## config.mk

```make
export PLATFORM = sky130hd
export DESIGN_NAME = lsu_mem_ctrl
export DESIGN_NICKNAME = d
export VERILOG_FILES = /design/src/rtl/lsu_pkg.sv /design/src/rtl/lsu_mem_ctrl_lane_align.sv /design/src/rtl/lsu_mem_ctrl.sv
export SDC_FILE = /design/constraint.sdc
export NUM_CORES = 1
export LEC_CHECK = 0
export ABC_AREA = 1
export CAP_MARGIN = 20
export CORE_ASPECT_RATIO = 2
export CORE_MARGIN = 4
export CORE_UTILIZATION = 49
export CTS_CLUSTER_DIAMETER = 120
export DETAILED_ROUTE_END_ITERATION = 8
export GPL_TIMING_DRIVEN = 1
export PLACE_DENSITY = 0.83
export SYNTH_ARGS = -nofsm -noshare
export SYNTH_HDL_FRONTEND = slang
export SYNTH_SLANG_ARGS = --single-unit
```

## constraint.sdc

```tcl
create_clock -name i_clk -period 2.4 [get_ports i_clk]
set_input_delay 0.6 -clock i_clk [delete_from_list [all_inputs] [get_ports i_clk]]
set_output_delay 0.6 -clock i_clk [all_outputs]
set_load 0.02 [all_outputs]
```

## src/rtl/lsu_pkg.sv

```systemverilog
// Shared types and constants for the load/store unit memory controller.
// FSM state encoding, RV32 access-size codes and unshifted lane masks.
package lsu_pkg;

   typedef enum logic [1:0] {
      ST_IDLE,
      ST_ISSUE,
      ST_WAIT,
      ST_RESP
   } lsu_state_t;

   localparam logic [1:0] SZ_B   = 2'b00;
   localparam logic [1:0] SZ_H   = 2'b01;
   localparam logic [1:0] SZ_W   = 2'b10;
   localparam logic [1:0] SZ_ILL = 2'b11;

   localparam logic [3:0] MASK_B = 4'b0001;
   localparam logic [3:0] MASK_H = 4'b0011;
   localparam logic [3:0] MASK_W = 4'b1111;

   // Unshifted lane mask for an access size; the illegal code selects no lanes.
   function automatic logic [3:0] size_mask(input logic [1:0] size);
      case (size)
         SZ_B:    size_mask = MASK_B;
         SZ_H:    size_mask = MASK_H;
         SZ_W:    size_mask = MASK_W;
         default: size_mask = 4'b0000;
      endcase
   endfunction

endpackage

```

## src/rtl/lsu_mem_ctrl_lane_align.sv

```systemverilog
// Combinational lane steering: byte enables, store-data replication and
// right-alignment of the returned load word.
module lsu_lane_align
   import lsu_pkg::*;
(
   input  logic [1:0]  size,
   input  logic [1:0]  offset,
   input  logic [31:0] st_data,
   input  logic [31:0] ld_word,
   output logic [3:0]  be,
   output logic [31:0] st_lanes,
   output logic [31:0] ld_data
);

   always_comb begin
      be = size_mask(size) << offset;
      case (size)
         SZ_B:    st_lanes = {4{st_data[7:0]}};
         SZ_H:    st_lanes = {2{st_data[15:0]}};
         default: st_lanes = st_data;
      endcase
      ld_data = ld_word >> {offset, 3'b000};
   end

endmodule

```

## src/rtl/lsu_mem_ctrl.sv

```systemverilog
// Single-outstanding load/store memory controller with stall timeout.
// Define MISALIGN_TRAP_EN to trap misaligned half/word accesses instead of aligning them.
module lsu_mem_ctrl
   import lsu_pkg::*;
#(
   parameter int ADDR_W  = 32,
   parameter int TMO_CYC = 255
)(
   input  logic              i_clk,
   input  logic              i_rst_n,
   input  logic              i_req_valid,
   output logic              o_req_ready,
   input  logic [ADDR_W-1:0] i_addr,
   input  logic [31:0]       i_wdata,
   input  logic [2:0]        i_funct3,
   input  logic              i_we,
   output logic              o_rsp_valid,
   output logic [31:0]       o_rdata,
   output logic [3:0]        o_mask,
   output logic              o_unsign,
   output logic              o_err,
   output logic              o_mem_valid,
   input  logic              i_mem_ready,
   output logic [ADDR_W-1:0] o_mem_addr,
   output logic              o_mem_we,
   output logic [3:0]        o_mem_be,
   output logic [31:0]       o_mem_wdata,
   input  logic              i_mem_rvalid,
   input  logic [31:0]       i_mem_rdata
);

   localparam int              CNT_W    = $clog2(TMO_CYC + 1);
   localparam logic [CNT_W-1:0] TMO_LAST = CNT_W'(TMO_CYC - 1);

   lsu_state_t        state_q, state_d;
   logic [ADDR_W-1:0] addr_q;
   logic [31:0]       wdata_q;
   logic [1:0]        size_q;
   logic              we_q;
   logic              bad_q;
   logic [CNT_W-1:0]  cnt_q;
   logic [31:0]       rdata_q;
   logic              err_q;
   logic [3:0]        mask_q;
   logic              unsign_q;

   logic              accept;
   logic              tmo_hit;
   logic              mem_go;
   logic [1:0]        req_size;
   logic [1:0]        req_off;
   logic              req_bad;
   logic [3:0]        lane_be;
   logic [31:0]       st_lanes;
   logic [31:0]       ld_data;

   assign accept  = i_req_valid && (state_q == ST_IDLE);
   assign tmo_hit = (cnt_q == TMO_LAST);

   // Request decode: a bad request never reaches memory but still gets a response.
   always_comb begin
      req_size = i_funct3[1:0];
      req_off  = i_addr[1:0];
`ifdef MISALIGN_TRAP_EN
      req_bad  = (req_size == SZ_ILL)
              || ((req_size == SZ_H) && i_addr[0])
              || ((req_size == SZ_W) && (i_addr[1:0] != 2'b00));
`else
      req_bad  = (req_size == SZ_ILL);
      if (req_size == SZ_H) begin
         req_off[0] = 1'b0;
      end else if (req_size == SZ_W) begin
         req_off = 2'b00;
      end
`endif
   end

   always_ff @(posedge i_clk or negedge i_rst_n) begin
      if (!i_rst_n) begin
         state_q <= ST_IDLE;
      end else begin
         state_q <= state_d;
      end
   end

   always_comb begin
      state_d = state_q;
      case (state_q)
         ST_IDLE: begin
            if (accept) begin
               state_d = ST_ISSUE;
            end
         end
         ST_ISSUE: begin
            if (bad_q) begin
               state_d = ST_RESP;
            end else if (i_mem_ready) begin
               state_d = we_q ? ST_RESP : ST_WAIT;
            end else if (tmo_hit) begin
               state_d = ST_RESP;
            end
         end
         ST_WAIT: begin
            if (i_mem_rvalid || tmo_hit) begin
               state_d = ST_RESP;
            end
         end
         ST_RESP: state_d = ST_IDLE;
         default: state_d = ST_IDLE;
      endcase
   end

   always_comb begin
      mem_go      = (state_q == ST_ISSUE) && !bad_q;
      o_req_ready = (state_q == ST_IDLE);
      o_rsp_valid = (state_q == ST_RESP);
      o_mem_valid = mem_go;
      o_mem_be    = mem_go ? lane_be : 4'b0000;
      o_mem_we    = mem_go && we_q;
   end

   // Request latch plus response build-up; the stall counter spans ISSUE and WAIT together.
   always_ff @(posedge i_clk or negedge i_rst_n) begin
      if (!i_rst_n) begin
         addr_q   <= '0;
         wdata_q  <= '0;
         size_q   <= SZ_B;
         we_q     <= 1'b0;
         bad_q    <= 1'b0;
         cnt_q    <= '0;
         rdata_q  <= '0;
         err_q    <= 1'b0;
         mask_q   <= '0;
         unsign_q <= 1'b0;
      end else if (accept) begin
         addr_q   <= {i_addr[ADDR_W-1:2], req_off};
         wdata_q  <= i_wdata;
         size_q   <= req_size;
         we_q     <= i_we;
         bad_q    <= req_bad;
         cnt_q    <= '0;
         rdata_q  <= '0;
         err_q    <= 1'b0;
         mask_q   <= size_mask(req_size);
         unsign_q <= !i_we && i_funct3[2];
      end else begin
         case (state_q)
            ST_ISSUE: begin
               if (bad_q) begin
                  err_q <= 1'b1;
               end else if (!i_mem_ready) begin
                  if (tmo_hit) begin
                     err_q <= 1'b1;
                  end else begin
                     cnt_q <= cnt_q + 1'b1;
                  end
               end
            end
            ST_WAIT: begin
               if (i_mem_rvalid) begin
                  rdata_q <= ld_data;
               end else if (tmo_hit) begin
                  err_q <= 1'b1;
               end else begin
                  cnt_q <= cnt_q + 1'b1;
               end
            end
            default: ;
         endcase
      end
   end

   lsu_lane_align u_lane_align (
      .size     (size_q),
      .offset   (addr_q[1:0]),
      .st_data  (wdata_q),
      .ld_word  (i_mem_rdata),
      .be       (lane_be),
      .st_lanes (st_lanes),
      .ld_data  (ld_data)
   );

   assign o_mem_addr  = {addr_q[ADDR_W-1:2], 2'b00};
   assign o_mem_wdata = st_lanes;
   assign o_rdata     = rdata_q;
   assign o_err       = err_q;
   assign o_mask      = mask_q;
   assign o_unsign    = unsign_q;

endmodule

```

After elaboration in Yosys (flattened, before gate mapping)
Index checks and enable logic that the tools add are counted.

Flip-flop bits (word level): 116. Output and inout bits: 110.

Add/sub/neg operators: 1. Equality and inequality tests: 16. Shift-type cells: 2. Muxes and demuxes: 29. Reductions and logical operators: 17.

Operator list (number): 32-bit two-way mux (3); 32-bit one-hot mux with 2 select lines (1); 8-bit two-way mux (5); 32-bit by 5-bit >> shifter with 32-bit output (1); 4-bit one-hot mux with 3 select lines (2); 8-bit one-hot mux with 2 select lines (1); 2-bit two-way mux (6); 2-bit equality test (second input constant) (5); 3-bit != test (second input constant) (3); 8-bit by 1-bit adder with 8-bit output (second input constant) (1); 8-bit equality test (second input constant) (1); 1-bit two-way mux (8); 4-bit != test (second input constant) (2); 2-bit one-hot mux with 4 select lines (1); 2-bit by 1-bit equality test with 1-bit output (second input constant) (3); 2-bit logical NOT (3); 3-bit AND reduction (2); 1-bit logical AND (4); 4-bit two-way mux (1); 4-bit AND reduction (1); 2-bit nonzero test (2); 4-bit by 2-bit left shift with 4-bit output (1); 3-bit nonzero test (1); 1-bit logical NOT (2); 5 further kinds (5).

Logic depth before layout (Yosys ltp)
Gate-level depths: netlist of run 1.

Depth after elaboration: 6. Depth in mapped cells: 10.

Cells and area by module
From an unflattened synthesis of run 1, not the netlist that was laid out.

Cell total of the unflattened synthesis: 906. Area total of the unflattened synthesis: 6476.2 sq um.

Modules (own cells, without submodules): lsu_mem_ctrl (times used 1, cells each 616, area each 5165.0 sq um, seq. area each 2877.8 sq um); lsu_lane_align (times used 1, cells each 290, area each 1311.3 sq um, seq. area each 0.0 sq um).

Worst setup path after synthesis of run 1
OpenSTA, ideal clock, no wires.

Path kind: register to output. From: reg state_q[1]. To: out o_mem_be[3]. Data arrival time: 1.506 ns. Data required time: 1.800 ns. Slack: 0.294 ns. Cell stages (with the launch flop): 7. Path buffers: 0. Cells stage by stage: dfrtp_1 -> inv_1 -> ha_1 -> nand2_1 -> inv_1 -> nand2_1 -> o22ai_1.

Word-level cells in the longest chain between the ends: 3.

RTL lines: start, declared (RTL line lsu_mem_ctrl.sv:35) `lsu_state_t state_q, state_d;`; start signal, assigned (RTL line lsu_mem_ctrl.sv:82) `state_q <= state_d;`; 2-bit by 1-bit equality test with 1-bit output (RTL line lsu_mem_ctrl.sv:114) `mem_go = (state_q == ST_ISSUE) && !bad_q;`; 1-bit logical AND (RTL line lsu_mem_ctrl.sv:114); net o_mem_valid (RTL line lsu_mem_ctrl.sv:22) `output logic o_mem_valid,`; 4-bit two-way mux (RTL line lsu_mem_ctrl.sv:118) `o_mem_be = mem_go ? lane_be : 4'b0000;`; end, declared (RTL line lsu_mem_ctrl.sv:26) `output logic [3:0] o_mem_be,`.

The timed path passes the listed nets, and every way through them passes these cells.

Worst setup path after layout of run 1
From: reg size_q[0]. To: out o_mem_wdata[15].

Word-level cells in the longest chain between the ends: 2.

RTL lines: start, declared (RTL line lsu_mem_ctrl.sv:38) `logic [1:0] size_q;`; start signal, assigned (RTL line lsu_mem_ctrl.sv:138) `size_q <= req_size;`; 2-bit by 1-bit equality test with 1-bit output or 2-bit logical NOT (tied branches) (RTL line lsu_mem_ctrl_lane_align.sv:17) `case (size)`; 32-bit one-hot mux with 2 select lines * (RTL line lsu_mem_ctrl_lane_align.sv:17); end, declared (RTL line lsu_mem_ctrl.sv:27) `output logic [31:0] o_mem_wdata,`.

Every way passes the cells marked *; elsewhere a longest branch is shown, timed or not.

==> run_results.csv, run 1 <==
group,metric,value,unit
drt,route.detailed.drc,0,
place,dp.cells,1073,
timing,rsz0062_at_grt,"yes",
min_path,hp-class,"in2async",
drt,wl_per_cell,15.96,µm
timing,final-hold-violation-count,0,
global_route,grt_max_degree,64,
place,gp_congestion,0.9203,
clock_network,clkSinkCount,115,
layout,area_delta_synth_final,43.80,%
logic_synthesis,synth_edf_count,0,
timing,max_freq,427.8,MHz
place,io_buffers,212,
layout,regArea,0.002879,mm²
logic_synthesis,synth_top_area_cell,"dfrtp_1",
logic_synthesis,avgSynthCellArea,7.792,µm²
status,status,"finished, final reports clean",
logic_synthesis,async_flop_share,1.000,
floorplanning,ios,215,
clock_network,cts_hold_buf,0,
worst_setup_path,crit_path_end_kind,"output port",
worst_setup_path,crit_type,"reg2out",
drt,wl,17.68,mm
floorplanning,die_h,164.5,µm
worst_setup_path,startpoint_type,"flip-flop",
layout,drive_gt1_frac,0.1134,
logic_synthesis,synth_top_cells_by_area,"dfrtp_1 48%, nand2_1 19%, nand3_1 6.7%, buf_4 5.3%, o21ai_0 4.3%",
logic_synthesis,yosys-top-cells-count,"310 x nand2_1, 115 x dfrtp_1, 80 x nand3_1, 51 x o21ai_0, 47 x inv_1",
floorplanning,num_rows,57,
drt,num_vias,5713,
logic_synthesis,ys_ff_latch,115,
clock_network,cts-htree-levels,4,
worst_setup_path,crit_chain,"inv_2 > ha_4 > inv_2 > o22ai_1 > inv_1 > o21ai_0 > buf_2",
place,hpwl,12.92,mm
layout,fin_cells,1108,
power_and_ir_drop,finalPower,12.42,mW
clock_network,clkLatencyLatePin,0.41,ns
logic_synthesis,ys_seq_area_frac,0.4797,
floorplanning,initial_core_util,0.4978,
clock_network,cts_buffer_depth,2,
clock_network,cts_tree,"built",
logic_synthesis,synth_area,0.006000,mm²
timing,fin_crit,2.338,ns
timing,clock_skew,0.01404,ns
global_route,grt.overflow.total,0,
worst_setup_path,crit_family,"buffers and inverters",
layout,fillerInstances,902,
timing,slew_headroom,0.6775,
power_and_ir_drop,peakVddDrop,0.8986,mV
timing,post-route-period-util,0.9740,
timing,whs,0.1416,ns
logic_synthesis,yosys.area.top_type_share,0.4797,
logic_synthesis,yosys_most_used_dff,"dfrtp_1",
clock_network,cts_buffers,17,
drt,drt-vias-per-instance,5.156,
global_route,grt_first_pass_wirelength,28.18,mm
logic_synthesis,yosysWarnings,0,
drt,drt_iter0_markers,312,
worst_setup_path,required,1.80,ns
clock_network,clkTransAtPathRegs,0.06,ns
run,cap_violations,0,
timing,worst_slew_pin_slew,0.4704,ns
drt,dr.pass1.iters,4,
timing,finalSetupViolations,0,
logic_synthesis,ys_types,27,
floorplanning,dieArea,0.01419,mm²
global_route,grt_util_all_layers,0.2563,
power_and_ir_drop,power_density,1439,mW/mm²
worst_setup_path,crit_top_cell,"inv_2",
global_route,antenna_found_initial,0,
layout,nNetsFinal,1069,
layout,num_antenna_cells,0,
worst_setup_path,cp_max_fo,8,
worst_setup_path,slowest_stage,"dfrtp_2",
timing,maxSlewViolCount,0,
logic_synthesis,syn-instance-count,770,
place,placed_area,0.008019,mm²
floorplanning,core-area,0.01205,mm²
layout,stdcell_area,0.008627,mm²
clock_network,cts_root_buffer,"clkbuf_16",
worst_setup_path,cp.arrival,1.74,ns
power_and_ir_drop,power.leakage,4.224,nW
global_route,grt_pass1_vias,5717,
worst_setup_path,slowest_delay,0.43,ns
worst_setup_path,critPathBufInv,4,
drt,final_antenna_net_count,0,
layout,multiInputGateArea,0.002490,mm²
logic_synthesis,synth_most_common_cell,"nand2_1",
floorplanning,die_w,86.24,µm
## registers in the layout, summed over array words and instances (netlist names)
signal and flops:
o_unsign 1, wdata_q 32, bad_q 1, addr_q 32
size_q 2, o_rdata 32, o_mask 3, state_q 2
cnt_q 8, o_err 1, we_q 1
## stage by stage
| stage | setup TNS, ns | setup WS (ns) | util |
|---|---|---|---|
| final | 0 | 0.06241 | 0.7158 |
| after CTS | -0.1055 | -0.1001 | 0.7146 |
| after global routing | -0.03522 | -0.01872 | 0.7158 |
| after detailed placement | -0.1356 | -0.04422 | 0.6653 |
| after floorplan | 0 | 0.2943 | - |
| after global placement | -0.001282 | -0.001282 | 0.6653 |
## layout by cell type (no fill, tap or decap), drive strengths merged, types with 2 or more instances in the layout
cell type	synthesis	layout
a21oi	6	6
nand2	317	317
clkbuf	9	24
mux2i	8	8
clkdlybuf4s15	0	4
conb	1	2
inv	52	53
dlygate4sd2	0	3
o21ai	61	61
clkinvlp	0	6
clkdlybuf4s50	0	180
ha	16	16
o21bai	2	2
dfrtp	115	115
nand3	81	81
clkinv	0	2
nor2	20	20
buf	67	43
o22ai	11	11
bufinv	0	3
## path summary, 6_finish.rpt
kind                                      endpoint  slack, ns  cells past startpoint              startpoint
min in group i_clk          addr_q[20]$_DFFE_PN0P_       0.48                      2  addr_q[20]$_DFFE_PN0P_
min reg2reg                 addr_q[20]$_DFFE_PN0P_       0.48                      2  addr_q[20]$_DFFE_PN0P_
max reg2reg                o_rdata[16]$_DFFE_PN0P_       0.46                      8  state_q[0]$_DFFE_PN0P_
max                                o_mem_wdata[15]       0.06                      7   size_q[0]$_DFFE_PN0P_
min                         state_q[0]$_DFFE_PN0P_       0.14                      1                 i_rst_n
max in group asynchronous    size_q[0]$_DFFE_PN0P_       1.53                      2                 i_rst_n
## layer usage
metal / global-route usage / vias to the layer above / routed length [µm]
li1: - / 2765 / -
met1: 0.2639 / 2648 / 6181
met2: 0.4547 / 250 / 9391
met3: 0.06890 / 50 / 1251
met4: 0.1532 / 0 / 858
met5: 0 / - / 0
## report_power, final
part / total, mW / internal, mW / switching, mW / leakage, nW
Clock: 2.61 / 1.71 / 0.899 / 0.287
Sequential: 3.25 / 2.76 / 0.490 / 1.47
Combinational: 6.56 / 2.67 / 3.89 / 2.47
Total: 12.4 / 7.14 / 5.28 / 4.22
## kinds of logic after synthesis
family,Yosys count,synth area share
simple gates,421,0.2886
buf+inv,128,0.1130
flops,115,0.4797
compound gates,81,0.07132
fa+ha+maj,16,0.03337
mux,8,0.01335
other cells,1,0.0006251
## what timing repair did
action / in CTS / in global routing
setup buffers: 1 / 1
pin swaps: 0 / 3
resized for setup: 118 / 27
endpoints found under the hold margin: 0 / 0
setup endpoints to repair: 31 / 26
gates cloned: 1 / 0
## cell type report
cell class,count,share of cell area
flip-flops and latches,115,0.3337
well taps,147,0.02132
inverters,52,0.02292
clock buffers,20,0.05410
clock inverters,12,0.01784
repair buffers,234,0.2615
multi-input cells,528,0.2886
No activity file was read; power rests on OpenSTA's default activity.
==> inputs of run 2 (changes only) <==
- CORE_UTILIZATION: 49 -> 57
- DONT_BUFFER_PORTS: not set -> 1
- PLACE_DENSITY: 0.83 -> 0.69
==> run 2 against run 1 <==
  * The flow now finishes with violations (negative hold slack)
  * Cell area is 24% lower
  * Core utilization is 7.1 points lower
  * Die area is 13% lower
  * Via count is 13% lower
  * Clock skew is 0.0069 ns lower
==> run_results.csv, run 2 (same netlist as run 1, synthesis figures left out) <==
group,metric,value,unit
status,status,"finished, violations left",
status,violations,"negative hold slack",
layout,area_delta_synth_final,9.823,%
global_route,antenna_found_initial,0,
drt,final_antenna_net_count,0,
drt,drt_iter0_markers,281,
clock_network,clkTransAtPathRegs,0.05,ns
clock_network,cts_buffers,17,
drt,drt-vias-per-instance,5.556,
layout,nNetsFinal,872,
layout,drive_gt1_frac,0.1209,
timing,clock_skew,0.007117,ns
global_route,grt_util_all_layers,0.2610,
power_and_ir_drop,power.leakage,3.427,nW
timing,max_freq,431.0,MHz
layout,fin_cells,896,
drt,wl,15.66,mm
place,gp_congestion,0.8829,
global_route,grt_pass1_vias,5049,
clock_network,cts-htree-levels,4,
worst_setup_path,crit_chain,"inv_2 > ha_4 > nor2_4 > buf_4 > nand2_1 > o21ai_0 > buf_4",
drt,route.detailed.drc,0,
clock_network,cts_tree,"built",
global_route,grt.overflow.total,0,
clock_network,clkSinkCount,115,
layout,stdcell_area,0.006589,mm²
timing,post-route-period-util,0.9666,
global_route,grt_first_pass_wirelength,24.81,mm
layout,mostFrequentLayoutCells,"309 x nand2_1, 113 x dfrtp_1, 80 x nand3_1",
worst_setup_path,cp.arrival,1.72,ns
place,place_ws,0.2395,ns
floorplanning,dieArea,0.01233,mm²
worst_setup_path,crit_top_cell,"buf_4",
timing,fin_crit,2.320,ns
worst_setup_path,slowest_stage,"dfrtp_1",
clock_network,cts_root_buffer,"clkbuf_16",
timing,maxSlewViolCount,0,
layout,regArea,0.002880,mm²
place,io_buffers,0,
timing,final-hold-violation-count,115,
worst_setup_path,crit_family,"buffers and inverters",
drt,num_vias,4978,
run,cap_violations,0,
worst_setup_path,slowest_delay,0.40,ns
drt,dr.pass1.iters,4,
clock_network,clkLatencyLatePin,0.40,ns
worst_setup_path,cp_max_fo,6,
layout,num_antenna_cells,0,
worst_setup_path,critPathBufInv,3,
layout,multiInputGateArea,0.002492,mm²
timing,postLayoutSetupSlackWorst,0.08005,ns
floorplanning,core-area,0.01021,mm²
place,placed_area,0.005942,mm²
place,hpwl,11.17,mm
worst_setup_path,startpoint_type,"flip-flop",
layout,layout_commonest_cell,"nand2_1",
min_path,hp-class,"in2async",
drt,wl_per_cell,17.48,µm
power_and_ir_drop,peakVddDrop,0.7935,mV
floorplanning,num_rows,52,
worst_setup_path,required,1.80,ns
timing,finalSetupViolations,0,
floorplanning,die_h,153.1,µm
floorplanning,initial_core_util,0.5873,
floorplanning,die_w,80.55,µm
worst_setup_path,crit_type,"reg2out",
worst_setup_path,crit_path_end_kind,"output port",
place,dp.cells,860,
power_and_ir_drop,power_density,1617,mW/mm²
timing,whs,-0.1047,ns
global_route,grt_max_degree,116,
layout,fillerInstances,886,
clock_network,cts_buffer_depth,2,
floorplanning,ios,215,
[run 2: cell count changes in the layout (fill, tap and decap cells not counted), moves of 3 or more]
cell             before  now
clkdlybuf4s50_1     180    0
dlygate4sd2_1         3    0
clkinvlp_4            6    0
clkdlybuf4s15_2       4    0
buf_4                20   34
clkinv_2              2    5
buf_2                17    0
clkbuf_2              4    0
buf_12                5    2
[run 2: path summary, 6_finish.rpt]
| check | cells past startpoint | slack (ns) | start | to |
|---|---|---|---|---|
| max reg2reg | 8 | 0.21 | state_q[1]$_DFFE_PN0P_ | o_rdata[20]$_DFFE_PN0P_ |
| min | 0 | -0.10 | i_rst_n | addr_q[28]$_DFFE_PN0P_ |
| max | 7 | 0.08 | size_q[1]$_DFFE_PN0P_ | o_mem_wdata[23] |
| min reg2reg | 2 | 0.48 | wdata_q[31]$_DFFE_PN0P_ | wdata_q[31]$_DFFE_PN0P_ |
| min in group i_clk | 2 | 0.31 | i_addr[30] | addr_q[30]$_DFFE_PN0P_ |
| max in group asynchronous | 0 | 2.31 | i_rst_n | o_rdata[8]$_DFFE_PN0P_ |
[run 2: cell type report]
type / instances / area share
Clock buffer: 23 / 0.07406
Clock inverter: 6 / 0.008355
Inverter: 52 / 0.03000
Multi-Input combinational cell: 528 / 0.3783
Sequential cell: 115 / 0.4371
Tap cell: 135 / 0.02564
Timing Repair Buffer: 37 / 0.04652
[run 2: routing by layer]
| layer | part of all wire | track usage |
|---|---|---|
| met3 | 0.10 | 0.09600 |
| met4 | 0.033 | 0.1201 |
| met2 | 0.53 | 0.4482 |
| met5 | 0 | 0 |
| met1 | 0.34 | 0.2775 |
[run 2: worst reg2reg max path: cells and delay by family (launching register included)]
| kind | cells | cell delay, ns |
|---|---|---|
| AND/OR/NAND/NOR | 3 | 0.67 |
| buffers and inverters | 3 | 0.44 |
| flip-flops | 1 | 0.41 |
| adder cells (fa/ha/maj) | 1 | 0.31 |
| AO/OA/AOI/OAI | 1 | 0.28 |
[run 2: timing repair]
item / 4_1_cts / 5_1_grt
setup endpoints to repair: 20 / 27
buffers inserted: 1 / 4
gates resized for setup: 8 / 16
hold endpoints to repair: 115 / 115
gates cloned: 1 / 1
pin swaps: 1 / 2
[run 2: per-stage QoR]
step	util	TNS (ns)	total power [mW]
after floorplan	-	0	7.275
after global placement	0.5817	0	7.989
after detailed placement	0.5817	0	8.125
after CTS	0.6379	0	10.56
after global routing	0.6450	-0.01920	11.41
final	0.6450	0	10.66
[run 2: power breakdown]
part / internal (mW) / switching (mW) / leakage (nW) / total [mW]
sequential: 2.76 / 1.27 / 1.46 / 4.02
clock: 1.50 / 0.798 / 0.274 / 2.30
combinational: 1.51 / 2.82 / 1.69 / 4.33
total: 5.77 / 4.89 / 3.43 / 10.7
==> inputs of run 3 (changes only) <==
- ABC_CLOCK_PERIOD_IN_PS: not set -> 2400
- SYNTH_HIERARCHICAL: not set -> 1
- TNS_END_PERCENT: not set -> 5
==> run 3 against run 2 <==
  * The flow still finishes with violations (negative hold slack)
  * Sequential power increased by 7.0%
  * Critical endpoint is now o_mem_wdata[28]
  * Synthesized cell count increased by 18%
  * Worst hold slack got worse by 0.011 ns
==> run_results.csv, run 3 <==
group,metric,value,unit
status,status,"finished, violations left",
status,violations,"negative hold slack",
logic_synthesis,synthAdderAreaFrac,0.03091,
logic_synthesis,synthSimpleGateAreaFrac,0.3785,
power_and_ir_drop,peakVddDrop,0.8522,mV
worst_setup_path,crit_type,"reg2out",
layout,layout_commonest_cell,"nand2_1",
logic_synthesis,synth_area,0.006476,mm²
floorplanning,dieArea,0.01323,mm²
logic_synthesis,yosys-top-cells-count,"463 x nand2_1, 115 x dfrtp_1, 83 x nand3_1, 67 x inv_1, 46 x buf_4",
min_path,hp-class,"in2async",
global_route,grt_pass1_vias,5355,
floorplanning,die_h,158.7,µm
drt,wl,16.33,mm
logic_synthesis,synth_top_family_by_area,"simple AND/OR/NAND/NOR gates",
worst_setup_path,startpoint_type,"flip-flop",
timing,maxSlewViolCount,0,
drt,dr.pass1.iters,5,
timing,max_freq,426.0,MHz
layout,drive_gt1_frac,0.09257,
logic_synthesis,syn-instance-count,906,
clock_network,clkTransAtPathRegs,0.06,ns
power_and_ir_drop,power.leakage,3.957,nW
timing,tns,0,ns
floorplanning,initial_core_util,0.5880,
logic_synthesis,ys_ff_latch,115,
timing,fin_crit,2.347,ns
timing,final-hold-violation-count,115,
drt,route.detailed.drc,0,
place,gp_congestion,0.9074,
clock_network,cts_buffer_depth,2,
logic_synthesis,synth_xor_area_frac,0,
timing,finalSetupViolations,0,
timing,postLayoutSetupSlackWorst,0.05253,ns
drt,drt_iter0_markers,349,
worst_setup_path,reg2reg_to,"cnt_q[3]$_DFFE_PN0P_",
layout,area_delta_synth_final,6.859,%
logic_synthesis,yosys.area.top_type_share,0.4444,
worst_setup_path,crit_path_end_kind,"output port",
clock_network,cts_root_buffer,"clkbuf_16",
place,hpwl,11.85,mm
power_and_ir_drop,finalPower,11.24,mW
global_route,grt_util_all_layers,0.2502,
logic_synthesis,ys_seq_area_frac,0.4444,
clock_network,clkLatencyLatePin,0.40,ns
layout,fillerInstances,968,
clock_network,cts_tree,"built",
run,cap_violations,0,
worst_setup_path,reg2reg_slack,0.34,ns
logic_synthesis,synth_compound_area_frac,0.01758,
place,io_buffers,0,
logic_synthesis,synth_top_cells_by_area,"dfrtp_1 44%, nand2_1 27%, nand3_1 6.4%, buf_4 5.3%, inv_1 3.9%",
floorplanning,num_rows,54,
global_route,antenna_found_initial,0,
place,place_ws,0.2170,ns
logic_synthesis,synth_top_area_cell,"dfrtp_1",
global_route,grt_max_degree,116,
worst_setup_path,worstReg2RegStart,"state_q[0]$_DFFE_PN0P_",
worst_setup_path,required,1.80,ns
logic_synthesis,ys_types,26,
timing,rsz0062_at_grt,"yes",
clock_network,cts_buffers,17,
logic_synthesis,async_flop_share,1.000,
layout,num_antenna_cells,0,
logic_synthesis,synth_edf_count,0,
logic_synthesis,synth_mux_area_frac,0,
worst_setup_path,cp.arrival,1.75,ns
logic_synthesis,avgSynthCellArea,7.148,µm²
floorplanning,core-area,0.01101,mm²
layout,mostFrequentLayoutCells,"455 x nand2_1, 115 x dfrtp_1, 83 x nand3_1",
layout,utilization,0.6284,
drt,num_vias,5376,
timing,clock_skew,0.01302,ns
logic_synthesis,yosysWarnings,6,
timing,post-route-period-util,0.9781,
global_route,grt_first_pass_wirelength,26.92,mm
drt,drt-vias-per-instance,5.297,
clock_network,cts-htree-levels,4,
worst_setup_path,ff2ff_path_depth,8,
global_route,grt.overflow.total,0,
floorplanning,die_w,83.37,µm
drt,final_antenna_net_count,0,
clock_network,clkSinkCount,115,
floorplanning,ios,215,
layout,nNetsFinal,983,
power_and_ir_drop,power_density,1624,mW/mm²
logic_synthesis,yosys_most_used_dff,"dfrtp_1",
drt,wl_per_cell,16.09,µm
timing,whs,-0.1154,ns
logic_synthesis,synth_most_common_cell,"nand2_1",
worst_setup_path,cp_max_fo,8,
==> run 3: cell types whose count changed in the layout (fill, tap and decap cells not counted), sizes merged, moves of 3 or more <==
cell,delta
nand2,+157
o21ai,-49
buf,-20
inv,+20
nor2,+11
o22ai,-11
nor3,+9
mux2i,-8
clkinvlp,+4
bufinv,+3
clkbuf,-3
==> run 3: layer usage <==
layer / GRT usage / vias up / wire (µm)
met4: 0.1250 / 0 / 628
met1: 0.2778 / 2467 / 5979
met3: 0.07054 / 42 / 1251
li1: - / 2632 / -
met2: 0.4327 / 235 / 8468
met5: 0 / - / 0
==> run 3: cell type report <==
| cell class | instances | area (µm²) | share of cell area |
|---|---|---|---|
| Clock buffer | 20 | 446.7 | 0.06455 |
| Clock inverter | 12 | 178.9 | 0.02585 |
| Inverter | 72 | 276.5 | 0.03996 |
| Multi-Input combinational cell | 639 | 2813 | 0.4064 |
| Sequential cell | 115 | 2878 | 0.4158 |
| Tap cell | 140 | 175.2 | 0.02531 |
| Timing Repair Buffer | 17 | 152.6 | 0.02206 |
==> run 3: critical path: stages, from the launching register on <==
cell	delay [ns]
dfrtp_1	0.41
inv_2	0.10
ha_1	0.27
buf_4	0.21
nand2_1	0.06
nand2_1	0.06
inv_1	0.05
nand2_1	0.19
==> run 3: worst max path at each step <==
stage / start / to / cells past startpoint
final: size_q[1]$_DFFE_PN0P_ / o_mem_wdata[28] / 7
after global routing: size_q[1]$_DFFE_PN0P_ / o_mem_wdata[10] / 7
after CTS: state_q[1]$_DFFE_PN0P_ / o_mem_be[0] / 4
after detailed placement: size_q[0]$_DFFE_PN0P_ / o_mem_wdata[20] / 6
after global placement: size_q[0]$_DFFE_PN0P_ / o_mem_wdata[19] / 6
after floorplan: size_q[0]$_DFFE_PN0P_ / o_mem_be[1] / 8
==> run 3: logic make-up (layout without fill, tap and decap cells) <==
logic type               Yosys count  in the layout
AND/OR/NAND/NOR                  600            600
buffers and inverters            153            121
flip-flops                       115            115
AO/OA/AOI/OAI                     21             21
adder cells (fa/ha/maj)           16             16
other                              1              2
==> run 3: repair_timing <==
item | CTS | global route
gates resized for setup | 3 | 13
setup endpoints to repair | 26 | 24
buffers inserted | 3 | 1
pin swaps | 2 | 2
endpoints found under the hold margin | 115 | 115
cloned | 0 | 0
==> run 3: power breakdown <==
part	total, mW	switching (mW)	internal, mW
Combinational	4.28	2.94	1.35
Sequential	4.30	1.51	2.79
Clock	2.66	0.891	1.77
Total	11.2	5.33	5.90
==> run 3: metrics by stage <==
stage / instances / hold slack [ns] / instance area (µm²)
detailed placement: 979 / 0.3071 / 6208
CTS: 1014 / -0.1287 / 6872
global placement: 979 / 0.3068 / 6208
finish: 1015 / -0.1154 / 6920
global route: 1015 / -0.1336 / 6920
floorplan: 907 / 0.3044 / 6480
